### src/rtl/spi_flash_read_ctrl.sv
// Purpose: sequences one complete SPI flash READ (cmd, 24-bit addr, optional dummy, N data bytes) under a single CS.
// Latency: about one engine byte period per byte, plus two control cycles per byte and one cycle for done.
// Backpressure: rd_valid holds until rd_ready, and CS stays low; the next byte is not requested until the handshake.
module spi_flash_read_ctrl #(
  parameter int LEN_W          = 16,
  parameter bit FAST_READ      = 1'b0,
  parameter int TIMEOUT_CYCLES = 64
) (
  input  logic             clk_in,
  input  logic             reset_n,
  input  logic             start,
  input  logic [23:0]      addr,
  input  logic [LEN_W-1:0] len,
  input  logic             abort,
  output logic [7:0]       rd_data,
  output logic             rd_valid,
  input  logic             rd_ready,
  output logic             ctl_busy,
  output logic             done,
  output logic             err,
  output logic             spi_enabled,
  output logic [7:0]       spi_data_in,
  output logic             spi_continue_read,
  input  logic             spi_busy,
  input  logic [7:0]       spi_data_out
);

  // One extra bit so header + all-ones length still fits.
  localparam int IDX_W = LEN_W + 1;
  localparam int WD_W  = $clog2(TIMEOUT_CYCLES + 1);

  localparam logic [IDX_W-1:0] HDR     = IDX_W'(FAST_READ ? 5 : 4);
  localparam logic [WD_W-1:0]  WD_LAST = WD_W'(TIMEOUT_CYCLES - 1);
  localparam logic [7:0]       CMD     = FAST_READ ? 8'h0B : 8'h03;

  typedef enum logic [2:0] {
    S_IDLE,
    S_WAIT_HI,
    S_WAIT_LO,
    S_OUT,
    S_NEXT,
    S_FINISH
  } state_t;

  state_t           state, state_d;
  logic [IDX_W-1:0] idx, idx_d;
  logic [IDX_W-1:0] last_idx, last_idx_d;
  logic [23:0]      addr_q, addr_d;
  logic [WD_W-1:0]  wdog, wdog_d;
  logic [7:0]       rd_data_d;
  logic             rd_valid_d;
  logic             ctl_busy_d;
  logic             done_d;
  logic             err_d;
  logic             spi_enabled_d;
  logic [7:0]       spi_data_in_d;
  logic             spi_continue_read_d;
  logic             wd_expired;
  logic             go_next;

  // Byte shifted out at position i: address bytes MSB first, everything else (dummy, data) is 0xFF.
  function automatic logic [7:0] byte_at(input logic [IDX_W-1:0] i, input logic [23:0] a);
    logic [7:0] b;
    b = 8'hFF;
    if (i == IDX_W'(1))      b = a[23:16];
    else if (i == IDX_W'(2)) b = a[15:8];
    else if (i == IDX_W'(3)) b = a[7:0];
    return b;
  endfunction

  // State and output registers; reset releases CS immediately.
  always_ff @(posedge clk_in or negedge reset_n) begin
    if (!reset_n) begin
      state             <= S_IDLE;
      idx               <= '0;
      last_idx          <= '0;
      addr_q            <= '0;
      wdog              <= '0;
      rd_data           <= 8'h00;
      rd_valid          <= 1'b0;
      ctl_busy          <= 1'b0;
      done              <= 1'b0;
      err               <= 1'b0;
      spi_enabled       <= 1'b0;
      spi_data_in       <= 8'hFF;
      spi_continue_read <= 1'b0;
    end else begin
      state             <= state_d;
      idx               <= idx_d;
      last_idx          <= last_idx_d;
      addr_q            <= addr_d;
      wdog              <= wdog_d;
      rd_data           <= rd_data_d;
      rd_valid          <= rd_valid_d;
      ctl_busy          <= ctl_busy_d;
      done              <= done_d;
      err               <= err_d;
      spi_enabled       <= spi_enabled_d;
      spi_data_in       <= spi_data_in_d;
      spi_continue_read <= spi_continue_read_d;
    end
  end

  // Next-state and next-output decode; registered outputs change on state transitions.
  always_comb begin
    state_d             = state;
    idx_d               = idx;
    last_idx_d          = last_idx;
    addr_d              = addr_q;
    rd_data_d           = rd_data;
    rd_valid_d          = rd_valid;
    ctl_busy_d          = ctl_busy;
    done_d              = 1'b0;
    err_d               = err;
    spi_enabled_d       = spi_enabled;
    spi_data_in_d       = spi_data_in;
    spi_continue_read_d = 1'b0;
    wdog_d              = wdog;
    go_next             = 1'b0;
    wd_expired          = (wdog == WD_LAST);

    case (state)
      S_IDLE: begin
        if (start) begin
          err_d = 1'b0;
          if (len != '0) begin
            addr_d        = addr;
            last_idx_d    = HDR + IDX_W'(len) - IDX_W'(1);
            idx_d         = '0;
            ctl_busy_d    = 1'b1;
            spi_enabled_d = 1'b1;
            spi_data_in_d = CMD;
            state_d       = S_WAIT_HI;
          end else begin
            state_d = S_FINISH;
          end
        end
      end
      S_WAIT_HI: begin
        if (abort) begin
          state_d = S_FINISH;
        end else if (spi_busy) begin
          state_d = S_WAIT_LO;
        end else if (wd_expired) begin
          err_d   = 1'b1;
          state_d = S_FINISH;
        end
      end
      S_WAIT_LO: begin
        if (abort) begin
          state_d = S_FINISH;
        end else if (!spi_busy) begin
          if (idx < HDR) begin
            go_next = 1'b1;
          end else begin
            rd_data_d  = spi_data_out;
            rd_valid_d = 1'b1;
            state_d    = S_OUT;
          end
        end else if (wd_expired) begin
          err_d   = 1'b1;
          state_d = S_FINISH;
        end
      end
      S_OUT: begin
        // A handshake coinciding with abort still completes; abort then ends the read.
        if (rd_ready || abort) begin
          rd_valid_d = 1'b0;
          if (abort || idx == last_idx) state_d = S_FINISH;
          else                          go_next = 1'b1;
        end
      end
      S_NEXT: begin
        state_d = abort ? S_FINISH : S_WAIT_HI;
      end
      S_FINISH: begin
        state_d = S_IDLE;
      end
      default: begin
        state_d = S_IDLE;
      end
    endcase

    // Present the next byte together with the one-cycle continue pulse.
    if (go_next) begin
      state_d             = S_NEXT;
      idx_d               = idx + IDX_W'(1);
      spi_data_in_d       = byte_at(idx + IDX_W'(1), addr_q);
      spi_continue_read_d = 1'b1;
    end

    // Every way into FINISH releases CS, drops busy/valid and pulses done.
    if (state_d == S_FINISH && state != S_FINISH) begin
      spi_enabled_d = 1'b0;
      ctl_busy_d    = 1'b0;
      rd_valid_d    = 1'b0;
      done_d        = 1'b1;
    end

    // Watchdog restarts on every state entry and saturates at its limit.
    if (state_d != state)  wdog_d = '0;
    else if (!wd_expired)  wdog_d = wdog + WD_W'(1);
  end

endmodule
### config.mk
export PLATFORM = sky130hd
export DESIGN_NAME = spi_flash_read_ctrl
export DESIGN_NICKNAME = d
export VERILOG_FILES = /design/src/rtl/spi_flash_read_ctrl.sv
export SDC_FILE = /design/constraint.sdc
export NUM_CORES = 1
export LEC_CHECK = 0
export ABC_CLOCK_PERIOD_IN_PS = 7700
export BUFFER_PORTS_ARGS = -buffer_cell sky130_fd_sc_hd__buf_4
export CORE_MARGIN = 5
export CORE_UTILIZATION = 45
export CTS_CLUSTER_SIZE = 25
export DETAILED_ROUTE_END_ITERATION = 7
export PLACE_DENSITY_LB_ADDON = 0.3
export REMOVE_ABC_BUFFERS = 1
export SLEW_MARGIN = 30
export SYNTH_ARGS = -nofsm -noshare
export SYNTH_HDL_FRONTEND = slang
export SYNTH_SLANG_ARGS = --single-unit
### constraint.sdc
create_clock -name clk_in -period 7.7 [get_ports clk_in]
set_clock_uncertainty 0.1 [all_clocks]
set_input_delay 0.77 -clock clk_in [delete_from_list [all_inputs] [get_ports clk_in]]
set_output_delay 0.77 -clock clk_in [all_outputs]
set_load 0.02 [all_outputs]
Yosys cells after proc, flatten, opt, wreduce, memory -nomap -nowiden
Cells that the tools add are included.
{"block": "totals", "reg_bits": 89, "latchBits": 0, "ramBits": 0, "romBits": 0, "inputBits": 54, "output_inout_bits": 22, "elab_cells": 112, "memories": 0}
{"block": "op_classes", "add_sub_neg": 4, "n_mul": 0, "div_mod_pow": 0, "order_cmp": 1, "eq_ne": 22, "shifts": 0, "muxes": 51, "bitwise_logic": 3, "reduce_logical": 19}
{"cell": "2-to-1 mux 17 bit", "n": 4}
{"cell": "2-to-1 mux 8 bit", "n": 7}
{"cell": "2-to-1 mux 3 bit", "n": 12}
{"cell": "== test 17 x 2 -> 1 bit (second input constant)", "n": 2}
{"cell": "2-to-1 mux 1 bit", "n": 22}
{"cell": "adder 17 x 1 -> 17 bit (second input constant)", "n": 1}
{"cell": "adder 3 x 16 -> 17 bit (first input constant)", "n": 1}
{"cell": "== test 17 x 1 -> 1 bit (second input constant)", "n": 1}
{"cell": "== test 17 bit", "n": 1}
{"cell": "< comparator 17 x 3 -> 1 bit (second input constant)", "n": 1}
{"cell": "subtractor 17 x 1 -> 17 bit (second input constant)", "n": 1}
{"cell": "nonzero test 16 bit", "n": 1}
{"cell": "inequality test 3 bit (second input constant)", "n": 5}
{"cell": "one-hot mux 3 bit (5 select lines)", "n": 1}
{"cell": "2-to-1 mux 7 bit", "n": 2}
{"cell": "nonzero test 2 bit", "n": 6}
{"cell": "inequality test 2 bit (second input constant)", "n": 5}
{"cell": "AND reduction 3 bit", "n": 3}
{"cell": "adder 7 x 1 -> 7 bit (second input constant)", "n": 1}
{"cell": "== test 7 x 6 -> 1 bit (second input constant)", "n": 1}
{"cell": "== test 3 x 2 -> 1 bit (second input constant)", "n": 2}
{"cell": "== test 3 bit (second input constant)", "n": 2}
{"cell": "AND reduction 6 bit", "n": 1}
{"cell": "nonzero test 3 bit", "n": 2}
{"cell": "other kinds (11)", "n": 15}

Depth between registers and ports, before layout
Gate-level depths: netlist of run 1.
{"block": "depth", "depth_word": 10, "depth_mapped": 10, "ltp_nobuf": 8}

Least setup slack after synthesis of run 1
OpenSTA, ideal clock, no wires.
{"block": "synth_path", "path_kind": "input-to-reg", "startpoint": "in spi_busy", "endpoint": "reg idx[13]", "setup_ps": 118, "t_arrival_ps": 2447, "required_ps": 7482, "setup_slack_ps": 5034, "cell_stages": 7, "n_path_buf": 0, "path_cell_list": "or4b_4 -> nor2b_2 -> nand2_1 -> a311o_1 -> inv_2 -> mux2_2 -> a21o_1"}
{"block": "synth_via", "elab_chain_cells": 5, "elab_cells_between_ends": 8, "classes_between": "4 x mux; 4 x reduce/logical"}
{"element": "start, declared", "line": "24", "rtl": "input logic spi_busy,"}
{"element": "2-to-1 mux 1 bit (*)", "line": "152", "rtl": "end else if (!spi_busy) begin"}
{"element": "2-to-1 mux 1 bit (*)", "line": "150", "rtl": "if (abort) begin"}
{"element": "one-hot mux 1 bit (2 select lines) (*)", "line": "122", "rtl": "case (state)"}
{"element": "nonzero test 2 bit (no source line)"}
{"element": "AND reduction 3 bit (no source line)"}
{"element": "end signal, assigned", "line": "89", "rtl": "idx <= idx_d;"}
{"element": "end, declared", "line": "46", "rtl": "logic [IDX_W-1:0] idx, idx_d;"}
Every way passes the cells marked *; elsewhere a longest branch is shown, timed or not.
A chain may end at the register's enable or synchronous reset.

Worst setup path in the final report of run 1
{"block": "layout_path", "startpoint": "reg idx[0]", "endpoint": "reg spi_data_in[6]"}
{"block": "layout_via", "elab_chain_cells": 7, "elab_cells_between_ends": 21, "classes_between": "1 x add/sub; 1 x order compare; 4 x eq/ne; 10 x mux; 5 x reduce/logical"}
{"element": "< comparator 17 x 3 -> 1 bit / == test 17 bit (equally long branches)", "line": "153, 169"}
{"element": "2-to-1 mux 1 bit / logical OR 1 bit (equally long branches)", "line": "153, 169"}
{"element": "2-to-1 mux 1 bit (on tied branches)", "line": "152, 169"}
{"element": "2-to-1 mux 1 bit (on tied branches)", "line": "150, 167"}
{"element": "one-hot mux 1 bit (2 select lines)", "line": "122"}
{"element": "nonzero test 2 bit (no source line)"}
{"element": "AND reduction 3 bit (no source line)"}
{"element": "end signal, assigned", "line": "99", "rtl": "spi_data_in <= spi_data_in_d;"}
{"element": "end, declared", "line": "22", "rtl": "output logic [7:0] spi_data_in,"}
Several ways; a longest one is shown, not always the timed one.

==> impl_metrics.csv, run 1 <==
group,metric,value,unit
synth,synth_top_area_share,40.5,%
clock_network,cts.clk_slew.worst_paths,0.09,ns
finish,nets,668,
setup_path,crit_path_max_incr_delay,0.57,ns
synth,netlist_instances,559,
placed_design,pre_cts_slack,4.68,ns
placed_design,placed_area,5550,um2
finish,layout_commonest_cell,"nand2_1",
timing,worst_slack,4.75,ns
drt,drc,0,
power,switching_share,37.1,%
status,outcome,"complete, no violations",
drt,drtIter0Drc,195,
placed_design,gp_congestion,0.906,
die,rows,38,
setup_path,cpLargestDelayFamily,"simple AND/OR/NAND/NOR gates",
synth,ys.flop_type,"dfrtp_1",
setup_path,cp_cell_sequence,"ha_1, nand4_4, nor3_1, nand4_1, xnor2_1, nor4_4, a22oi_1",
hold_path,hold_path_class,"input pin to asynchronous set/reset pin",
placed_design,port_buffers,75,
synth,ys_seq_area_share,44.7,%
drt,drt_wl_total,11400,um
synth,yosysWarnings,0,
timing,final_hold_viol_count,0,
power,p_per_area,264,nW/um2
clock_network,cts.sink_count,89,
setup_path,path_class,"flip-flop to flip-flop",
power,p_seq_share,47.1,%
clock_network,root_buffer,"clkbuf_8",
power,total_power,1.52,mW
global_routing,gr-usage-all-layers,17.8,%
global_routing,overflow,0,
clock_network,clockBufferDepth,2,
setup_path,crit_slowest_cell,"dfrtp_1",
clock_network,cts_resized,0,
setup_path,cp_num_buf_inv,0,
timing,slew_viol_final,0,
drt,vias,4118,
finish,area_growth,14.6,%
power,power_frac_comb,32.8,%
power,p_sw,562,uW
drt,drt-vias-per-instance,5.47,
setup_path,cp_max_fo,11,
setup_path,start_kind,"flip-flop",
drt,drtPass1Iterations,5,
timing,layout_min_cycle_time,2.95,ns
timing,timing.fmax,339,MHz
finish,final_cell_area,5740,um2
clock_network,hold_buffers,0,
clock_network,post_cts_buffers,0,
synth,ys_types,58,
global_routing,first_global_vias,3981,
global_routing,grt_max_degree,64,
power,p_int,954,uW
timing,rsz0062_at_grt,"no",
global_routing,grt_first_pass_wirelength,19300,um
setup_path,arrival,3.12,ns
clock_network,h-tree-depth,3,
synth,async_flop_share,100,%
synth,syn_area_per_cell,8.96,um2
die,die_h,115,um
synth,ys_ff_latch,89,
finish,num_antenna_cells,0,
die,fp.dieArea,13300,um2
clock_network,cts_buffers,9,
die,die_w,115,um
placed_design,dp_hpwl,8400,um
clock_network,insertion_delay,0.37,ns
timing,setup_violations,0,
timing,relSlewSlack,55.8,%
setup_path,crit_path_end_kind,"flip-flop",
die,pin_count,76,
clock_network,cts_tree,"done",
drt,wire_per_inst,15.1,um
die,initial_core_util,46.0,%
job,drv_cap,0,
synth,synth_top_cell_by_area,"dfrtp_1",
die,coreArea,10900,um2
synth,netlist_area,5010,um2
timing,finalCritPeriodShare,38.4,%
synth,yosys-top-cells-area,"dfrtp_1 (40%), nand2_1 (7.6%), xnor2_1 (4.7%)",
timing,tightest_slew,0.656,ns
finish,drive_gt1_share,20.6,%
finish,fillers,1017,
finish,final_cell_mix,"nand2_1 (100), dfrtp_1 (81), buf_4 (79)",
power,p_leak,2.67,nW
timing,whs,0.265,ns
power,ir_drop,0.000116,V
timing,fin_setup_tns,0,ns
global_routing,grt_antenna_before_repair,0,
synth,synth_edf_count,0,
setup_path,required,7.87,ns
power,p_clk_share,20.1,%
drt,ant_nets,0,
==> worst register-to-register path: cells and delay by family (launching register included) <==
kind                       cells  cell delay [ns]
AOI/OAI and AO/OA              1             0.15
xor gates and xnor gates       1             0.20
adders and majority gates      1             0.46
DFF                            1             0.57
and+or+nand+nor                4             1.39
==> stage by stage <==
| step | std cells | util, % |
|---|---|---|
| 6_report | 753 | 52.7 |
| 3_5_place_dp | 737 | 51.0 |
| 3_3_place_gp | 737 | 51.0 |
| 5_1_grt | 753 | 52.7 |
| 2_1_floorplan | 518 | - |
| 4_1_cts | 753 | 52.7 |
==> cells in the mapped netlist, drive strengths merged, types with 12 or more instances <==
cell type	count
clkbuf	14
buf	27
xor2	12
nand3	27
o21ai	39
nor2	43
nand4	16
xnor2	27
nor3	15
nand2	101
inv	23
dfrtp	81
==> flip-flops by register name, indices dropped and copies added (netlist names) <==
name and count:
spi_enabled 1, idx 17, spi_data_in 8, last_idx 17, rd_data 8, done 1, err 1, rd_valid 1
addr_q 24, wdog 7, state 3, spi_continue_read 1
==> cells by family after synthesis <==
group,synth area share [%]
mux,3.02
simple gates,24.8
fa+ha+maj,1.50
xor+xnor,6.82
flops,44.7
compound gates,12.9
buf+inv,6.30
==> path summary, 6_finish.rpt <==
kind,start,to,slack (ns),depth (start not counted)
worst min register to register,addr_q[18]$_DFFE_PN0P_,addr_q[18]$_DFFE_PN0P_,0.39,2
worst max-delay path,idx[0]$_DFFE_PN0P_,spi_data_in[6]$_DFFE_PN1P_,4.75,7
worst min-delay path,reset_n,addr_q[4]$_DFFE_PN0P_,0.26,1
max in group asynchronous,reset_n,state[2]$_DFF_PN0_,6.20,2
min in group clk_in,addr_q[18]$_DFFE_PN0P_,addr_q[18]$_DFFE_PN0P_,0.39,2
worst max register to register,idx[0]$_DFFE_PN0P_,spi_data_in[6]$_DFFE_PN1P_,4.75,7
==> final cells by class <==
type / count / area [um2] / area share (%)
Multi-Input combinational cell: 406 / 2460 / 42.8
Sequential cell: 89 / 2240 / 39.0
Timing Repair Buffer: 79 / 593 / 10.3
Tap cell: 140 / 175 / 3.05
Clock buffer: 10 / 138 / 2.40
Inverter: 23 / 86.3 / 1.50
Clock inverter: 6 / 50.0 / 0.872
==> routing by layer <==
metal / routed length, um / global-route usage (%) / vias up
met4: 174 / 5.40 / 0
met1: 5220 / 24.8 / 1971
li1: - / - / 2038
met5: 0 / 0 / -
met3: 561 / 2.30 / 18
met2: 5400 / 29.2 / 91
==> power groups by stage <==
stage                     combinational [mW]  clock (mW)  sequential [mW]
after floorplan                        0.298           0            0.741
after global placement                 0.490           0            0.721
after detailed placement               0.504           0            0.727
after CTS                              0.505       0.315            0.717
after global routing                   0.565       0.332            0.736
final                                  0.497       0.305            0.715
Power figures use the tool's default switching activity.
==> run 2, diff against run 1 <==
Settings changed: ABC_AREA from default to 1, ABC_CLOCK_PERIOD_IN_PS 7700 to 2700.
Clock period 7.7 ns to 2.7 ns, I/O delays scaled along.
==> impl_metrics.csv, run 2 <==
group,metric,value,unit
timing,rsz0062_at_grt,"no",
finish,layout_commonest_cell,"nand2_1",
clock_network,cts.sink_count,89,
die,die_w,116,um
synth,yosys-top-cells-area,"dfrtp_1 (40%), nand2_1 (16%), inv_1 (5.5%)",
setup_path,arrival,2.59,ns
drt,drtPass1Iterations,5,
timing,finalCritPeriodShare,89.6,%
drt,drt-vias-per-instance,5.08,
die,rows,38,
synth,ys_ff_latch,89,
global_routing,first_global_vias,4513,
setup_path,cp_max_fo,7,
finish,final_cell_mix,"nand2_1 (215), buf_4 (83), dfrtp_1 (80)",
global_routing,overflow,0,
synth,ys.flop_type,"dfrtp_1",
synth,async_flop_share,100,%
placed_design,gp_congestion,0.922,
global_routing,gr-usage-all-layers,19.3,%
finish,largest_reg_flops,24,
setup_path,required,2.87,ns
timing,setup_violations,0,
clock_network,cts_tree,"done",
drt,drt_wl_total,12500,um
setup_path,path_class,"flip-flop to flip-flop",
finish,fillers,997,
finish,reg.largest.list,"addr_q (24), idx (17), last_idx (17)",
job,drv_cap,0,
die,coreArea,10900,um2
synth,synth_edf_count,0,
finish,area_growth,22.9,%
timing,tightest_slew,0.526,ns
synth,ys_types,40,
synth,netlist_area,5010,um2
finish,largest-register,"addr_q",
drt,wire_per_inst,13.6,um
synth,synth_top_cell_by_area,"dfrtp_1",
finish,drive_gt1_share,17.3,%
placed_design,port_buffers,75,
timing,timing.fmax,413,MHz
clock_network,root_buffer,"clkbuf_8",
die,initial_core_util,46.0,%
timing,fin_setup_tns,0,ns
die,pin_count,76,
synth,ys_seq_area_share,44.7,%
clock_network,h-tree-depth,3,
power,p_per_area,795,nW/um2
global_routing,grt_max_degree,54,
finish,num_antenna_cells,0,
placed_design,placedCellCount,879,
drt,ant_nets,0,
synth,yosysMostFrequentCell,"nand2_1",
synth,netlist_instances,673,
synth,yosysWarnings,0,
setup_path,crit_path_end_kind,"flip-flop",
finish,finalNonFillerCells,919,
status,outcome,"complete, no violations",
power,p_leak,3.16,nW
die,die_h,116,um
drt,vias,4672,
global_routing,grt_first_pass_wirelength,21000,um
timing,final_hold_viol_count,0,
timing,slew_viol_final,0,
timing,layout_min_cycle_time,2.42,ns
timing,relSlewSlack,64.8,%
clock_network,clockBufferDepth,2,
clock_network,cts.clk_slew.worst_paths,0.10,ns
synth,netlist_top_cells_count,"nand2_1 (215), dfrtp_1 (81), inv_1 (73)",
drt,top_layer_used,"met4",
placed_design,dp_hpwl,9400,um
drt,drc,0,
clock_network,cts_buffers,9,
drt,met3WireLength,594,um
die,fp.dieArea,13300,um2
synth,synth_top_area_share,40.5,%
clock_network,insertion_delay,0.36,ns
finish,nets,834,
global_routing,grt_antenna_before_repair,0,
drt,met1_length,5480,um
drt,drtIter0Drc,315,
power,ir_drop,0.000520,V
synth,syn_area_per_cell,7.44,um2
hold_path,hold_path_class,"input pin to flip-flop",
drt,routed-wl-met2,6240,um
setup_path,start_kind,"flip-flop",
[run 2: critical path, cell delays in order (launching register included)]
cell,delay (ns)
dfrtp_1,0.41
ha_1,0.22
inv_1,0.10
nor2_1,0.07
nand2_1,0.17
inv_1,0.11
nand2_1,0.13
a21oi_1,0.08
nor3_1,0.32
nand3_1,0.15
nand2_1,0.08
nand2_1,0.15
nor3_1,0.23
[run 2: kinds of logic (layout without fill, tap and decap cells)]
| family | count (synthesis) | after routing | synth area share, % |
|---|---|---|---|
| simple gates | 374 | 374 | 32.1 |
| buf+inv | 97 | 203 | 7.87 |
| flops | 89 | 89 | 44.7 |
| compound gates | 76 | 76 | 8.44 |
| xor+xnor | 30 | 30 | 5.25 |
| fa+ha+maj | 6 | 6 | 1.50 |
| mux | 1 | 1 | 0.200 |
[run 2: final timing paths]
kind	startpoint	endpoint	slack, ns	cells past startpoint
worst max-delay path	wdog[0]$_DFFE_PN0P_	wdog[6]$_DFFE_PN0P_	0.28	12
worst min-delay path	addr[11]	addr_q[11]$_DFFE_PN0P_	0.01	3
worst max register to register	wdog[0]$_DFFE_PN0P_	wdog[6]$_DFFE_PN0P_	0.28	12
worst min register to register	rd_data[7]$_DFFE_PN0P_	rd_data[7]$_DFFE_PN0P_	0.38	2
max in group asynchronous	reset_n	spi_data_in[4]$_DFFE_PN1P_	1.50	3
min in group asynchronous	reset_n	last_idx[9]$_DFFE_PN0P_	0.31	2
[run 2: power by group]
part	leakage [nW]	internal [mW]	switching, mW
Sequential	1.14	1.80	0.267
Clock	0.0940	0.354	0.523
Combinational	1.92	0.739	1.21
[run 2: through the flow]
step                      util [%]  total power, mW  setup slack [ns]  hold WS (ns)  cell area (um2)
after global placement        52.6             3.95             0.275         0.167             5720
after global routing          56.6             5.29            0.0476        0.0155             6160
after CTS                     56.2             4.92             0.105       0.00211             6120
after floorplan                  -             3.30            -0.531        -0.126             4920
final                         56.6             4.90             0.281        0.0107             6160
after detailed placement      52.6             4.01             0.132         0.164             5720
[run 2: cell type report]
type                    count  area (um2)  area share [%]
multi-input cells         487        2380            38.7
inverters                  81         305            4.96
well taps                 140         175            2.84
flip-flops and latches     89        2240            36.4
clock inverters             7        61.3           0.996
clock buffers               9         124            2.01
repair buffers            106         873            14.2
[run 2: repair_timing]
action / 4_1_cts / 5_1_grt
hold endpoints to repair: 56 / 0
endpoints found under the setup margin: 0 / 8
buffers inserted: 0 / 3
hold buffers: 21 / 0
resized for setup: 0 / 2
[run 2: layer usage]
layer,vias up,GRT usage [%]
li1,2350,-
met1,2191,25.7
met2,117,32.5
met3,14,3.76
met4,0,4.62
met5,-,0
==> run 3, diff against run 2 <==
Settings changed: BUFFER_PORTS_ARGS -buffer_cell sky130_fd_sc_hd__buf_4 to -buffer_cell sky130_fd_sc_hd__buf_2.
==> impl_metrics.csv, run 3 (synthesized netlist as in run 2, its figures left out) <==
group,metric,value,unit
status,outcome,"complete, no violations",
clock_network,cts.clk_slew.worst_paths,0.10,ns
setup_path,crit_cells,14,
global_routing,grt_max_degree,51,
clock_network,insertion_delay,0.37,ns
drt,drc,0,
finish,final_cell_mix,"nand2_1 (215), dfrtp_1 (81), buf_2 (74)",
die,die_w,116,um
power,p_sw,1.97,mW
power,switching_share,40.4,%
finish,nets,840,
clock_network,cts_buffers,9,
clock_network,cts_tree,"done",
setup_path,cpLargestDelayFamily,"simple AND/OR/NAND/NOR gates",
die,coreArea,10900,um2
drt,vias,4644,
power,total_power,4.87,mW
power,p_leak,3.14,nW
placed_design,pre_cts_slack,0.157,ns
timing,tightest_slew,0.532,ns
setup_path,cp_max_fo,9,
setup_path,required,2.90,ns
die,die_h,116,um
finish,drive_gt1_share,17.1,%
clock_network,h-tree-depth,3,
drt,drtPass1Iterations,5,
placed_design,port_buffers,75,
timing,final_hold_viol_count,0,
timing,timing.fmax,405,MHz
die,fp.dieArea,13300,um2
setup_path,crit_path_end_kind,"flip-flop",
die,pin_count,76,
setup_path,arrival,2.67,ns
drt,drt_wl_total,12300,um
setup_path,path_class,"flip-flop to flip-flop",
die,rows,38,
finish,layout_commonest_cell,"nand2_1",
finish,fillers,994,
clock_network,clockBufferDepth,2,
drt,drt-vias-per-instance,5.02,
setup_path,rrSetupSlack,0.23,ns
timing,layout_min_cycle_time,2.47,ns
die,initial_core_util,46.0,%
finish,reg.largest.list,"addr_q (24), idx (17), last_idx (17)",
hold_path,worstHoldPathCells,3,
timing,whs,0.0165,ns
power,power_frac_comb,38.2,%
placed_design,dp_hpwl,9220,um
power,ir_drop,0.000462,V
timing,rsz0062_at_grt,"no",
power,p_int,2.90,mW
drt,ant_nets,0,
power,p_per_area,805,nW/um2
finish,area_growth,20.8,%
finish,largest_reg_flops,24,
power,p_clk_share,19.4,%
job,drv_cap,0,
setup_path,crit_path_max_incr_delay,0.48,ns
setup_path,cp_cell_sequence,"ha_1, nand2_1, nor2_1, inv_1, o21ai_1, nand2_1, nor2_1, nand4_1, clkinv_1, nand2_2, nor2_1, nor2_1, nand2_1, nand2_1",
drt,wire_per_inst,13.3,um
setup_path,start_kind,"flip-flop",
global_routing,overflow,0,
power,p_seq_share,42.3,%
finish,largest-register,"addr_q",
hold_path,hold_path_class,"input pin to flip-flop",
global_routing,grt_antenna_before_repair,0,
setup_path,reg2regPathDepth,14,
timing,worst_slack,0.231,ns
timing,slew_viol_final,0,
timing,finalCritPeriodShare,91.5,%
clock_network,root_buffer,"clkbuf_8",
global_routing,first_global_vias,4550,
clock_network,cts.sink_count,89,
setup_path,cp_num_buf_inv,2,
drt,drtIter0Drc,293,
finish,num_antenna_cells,0,
global_routing,gr-usage-all-layers,19.8,%
setup_path,crit_slowest_cell,"dfrtp_1",
placed_design,gp_congestion,0.917,
global_routing,grt_first_pass_wirelength,21400,um
timing,setup_violations,0,
finish,post-route-util,55.6,%
timing,relSlewSlack,64.5,%
-- run 3: changes by cell type in the layout (fill, tap and decap cells not counted), moves of 2 or more --
cell,delta
dlygate4sd3_1,+6
buf_2,+74
inv_8,-2
buf_4,-74
-- run 3: final cells by class --
type | instances | area [um2] | share of cell area (%)
multi-input combinational | 487 | 2380 | 39.4
sequential | 89 | 2240 | 37.0
timing repair buffer | 112 | 748 | 12.4
inverter | 81 | 305 | 5.05
tap | 140 | 175 | 2.90
clock buffer | 9 | 124 | 2.05
clock inverter | 7 | 77.6 | 1.28
-- run 3: worst register-to-register path: stages (launching register included) --
cell      delay (ns)
dfrtp_1         0.48
ha_1            0.25
nand2_1         0.07
nor2_1          0.26
inv_1           0.11
o21ai_1         0.21
nand2_1         0.08
nor2_1          0.15
nand4_1         0.20
clkinv_1        0.10
nand2_2         0.12
nor2_1          0.12
nor2_1          0.05
nand2_1         0.07
nand2_1         0.04
-- run 3: final timing paths --
kind,to,start
max reg2reg,spi_data_in[7]$_DFFE_PN1P_,idx[0]$_DFFE_PN0P_
max in group asynchronous,spi_data_in[4]$_DFFE_PN1P_,reset_n
min in group asynchronous,wdog[6]$_DFFE_PN0P_,reset_n
min,addr_q[18]$_DFFE_PN0P_,addr[18]
min reg2reg,spi_data_in[3]$_DFFE_PN1P_,spi_data_in[3]$_DFFE_PN1P_
max,spi_data_in[7]$_DFFE_PN1P_,idx[0]$_DFFE_PN0P_
-- run 3: per-layer routing --
metal / up-vias / share of wire (%) / routed length [um] / GRT usage [%]
met5: - / 0 / 0 / 0
met4: 0 / 1.5 / 182 / 6.42
met3: 16 / 3.8 / 464 / 2.61
met2: 98 / 49 / 6010 / 32.2
met1: 2170 / 46 / 5630 / 27.6
li1: 2360 / - / - / -
-- run 3: stage by stage --
stage / setup TNS (ns) / cells / instance area [um2]
finish: 0 / 925 / 6050
global route: 0 / 925 / 6050
CTS: 0 / 922 / 6010
detailed placement: 0 / 879 / 5540
global placement: 0 / 879 / 5540
floorplan: -12.82 / 657 / 4920
-- run 3: what timing repair did --
action / 4_1_cts / 5_1_grt
gates resized for setup: 0 / 1
setup endpoints to repair: 0 / 7
hold buffers: 27 / 0
buffers inserted: 0 / 3
hold endpoints to repair: 65 / 0
-- run 3: power groups by stage --
stage          Clock [mW]  Sequential [mW]  Combinational [mW]
4_1_cts             0.982             2.06                1.86
6_report            0.947             2.06                1.86
3_5_place_dp            0             2.08                1.83
5_1_grt              1.02             2.12                2.14
3_3_place_gp            0             2.07                1.80
2_1_floorplan           0             2.15                1.15
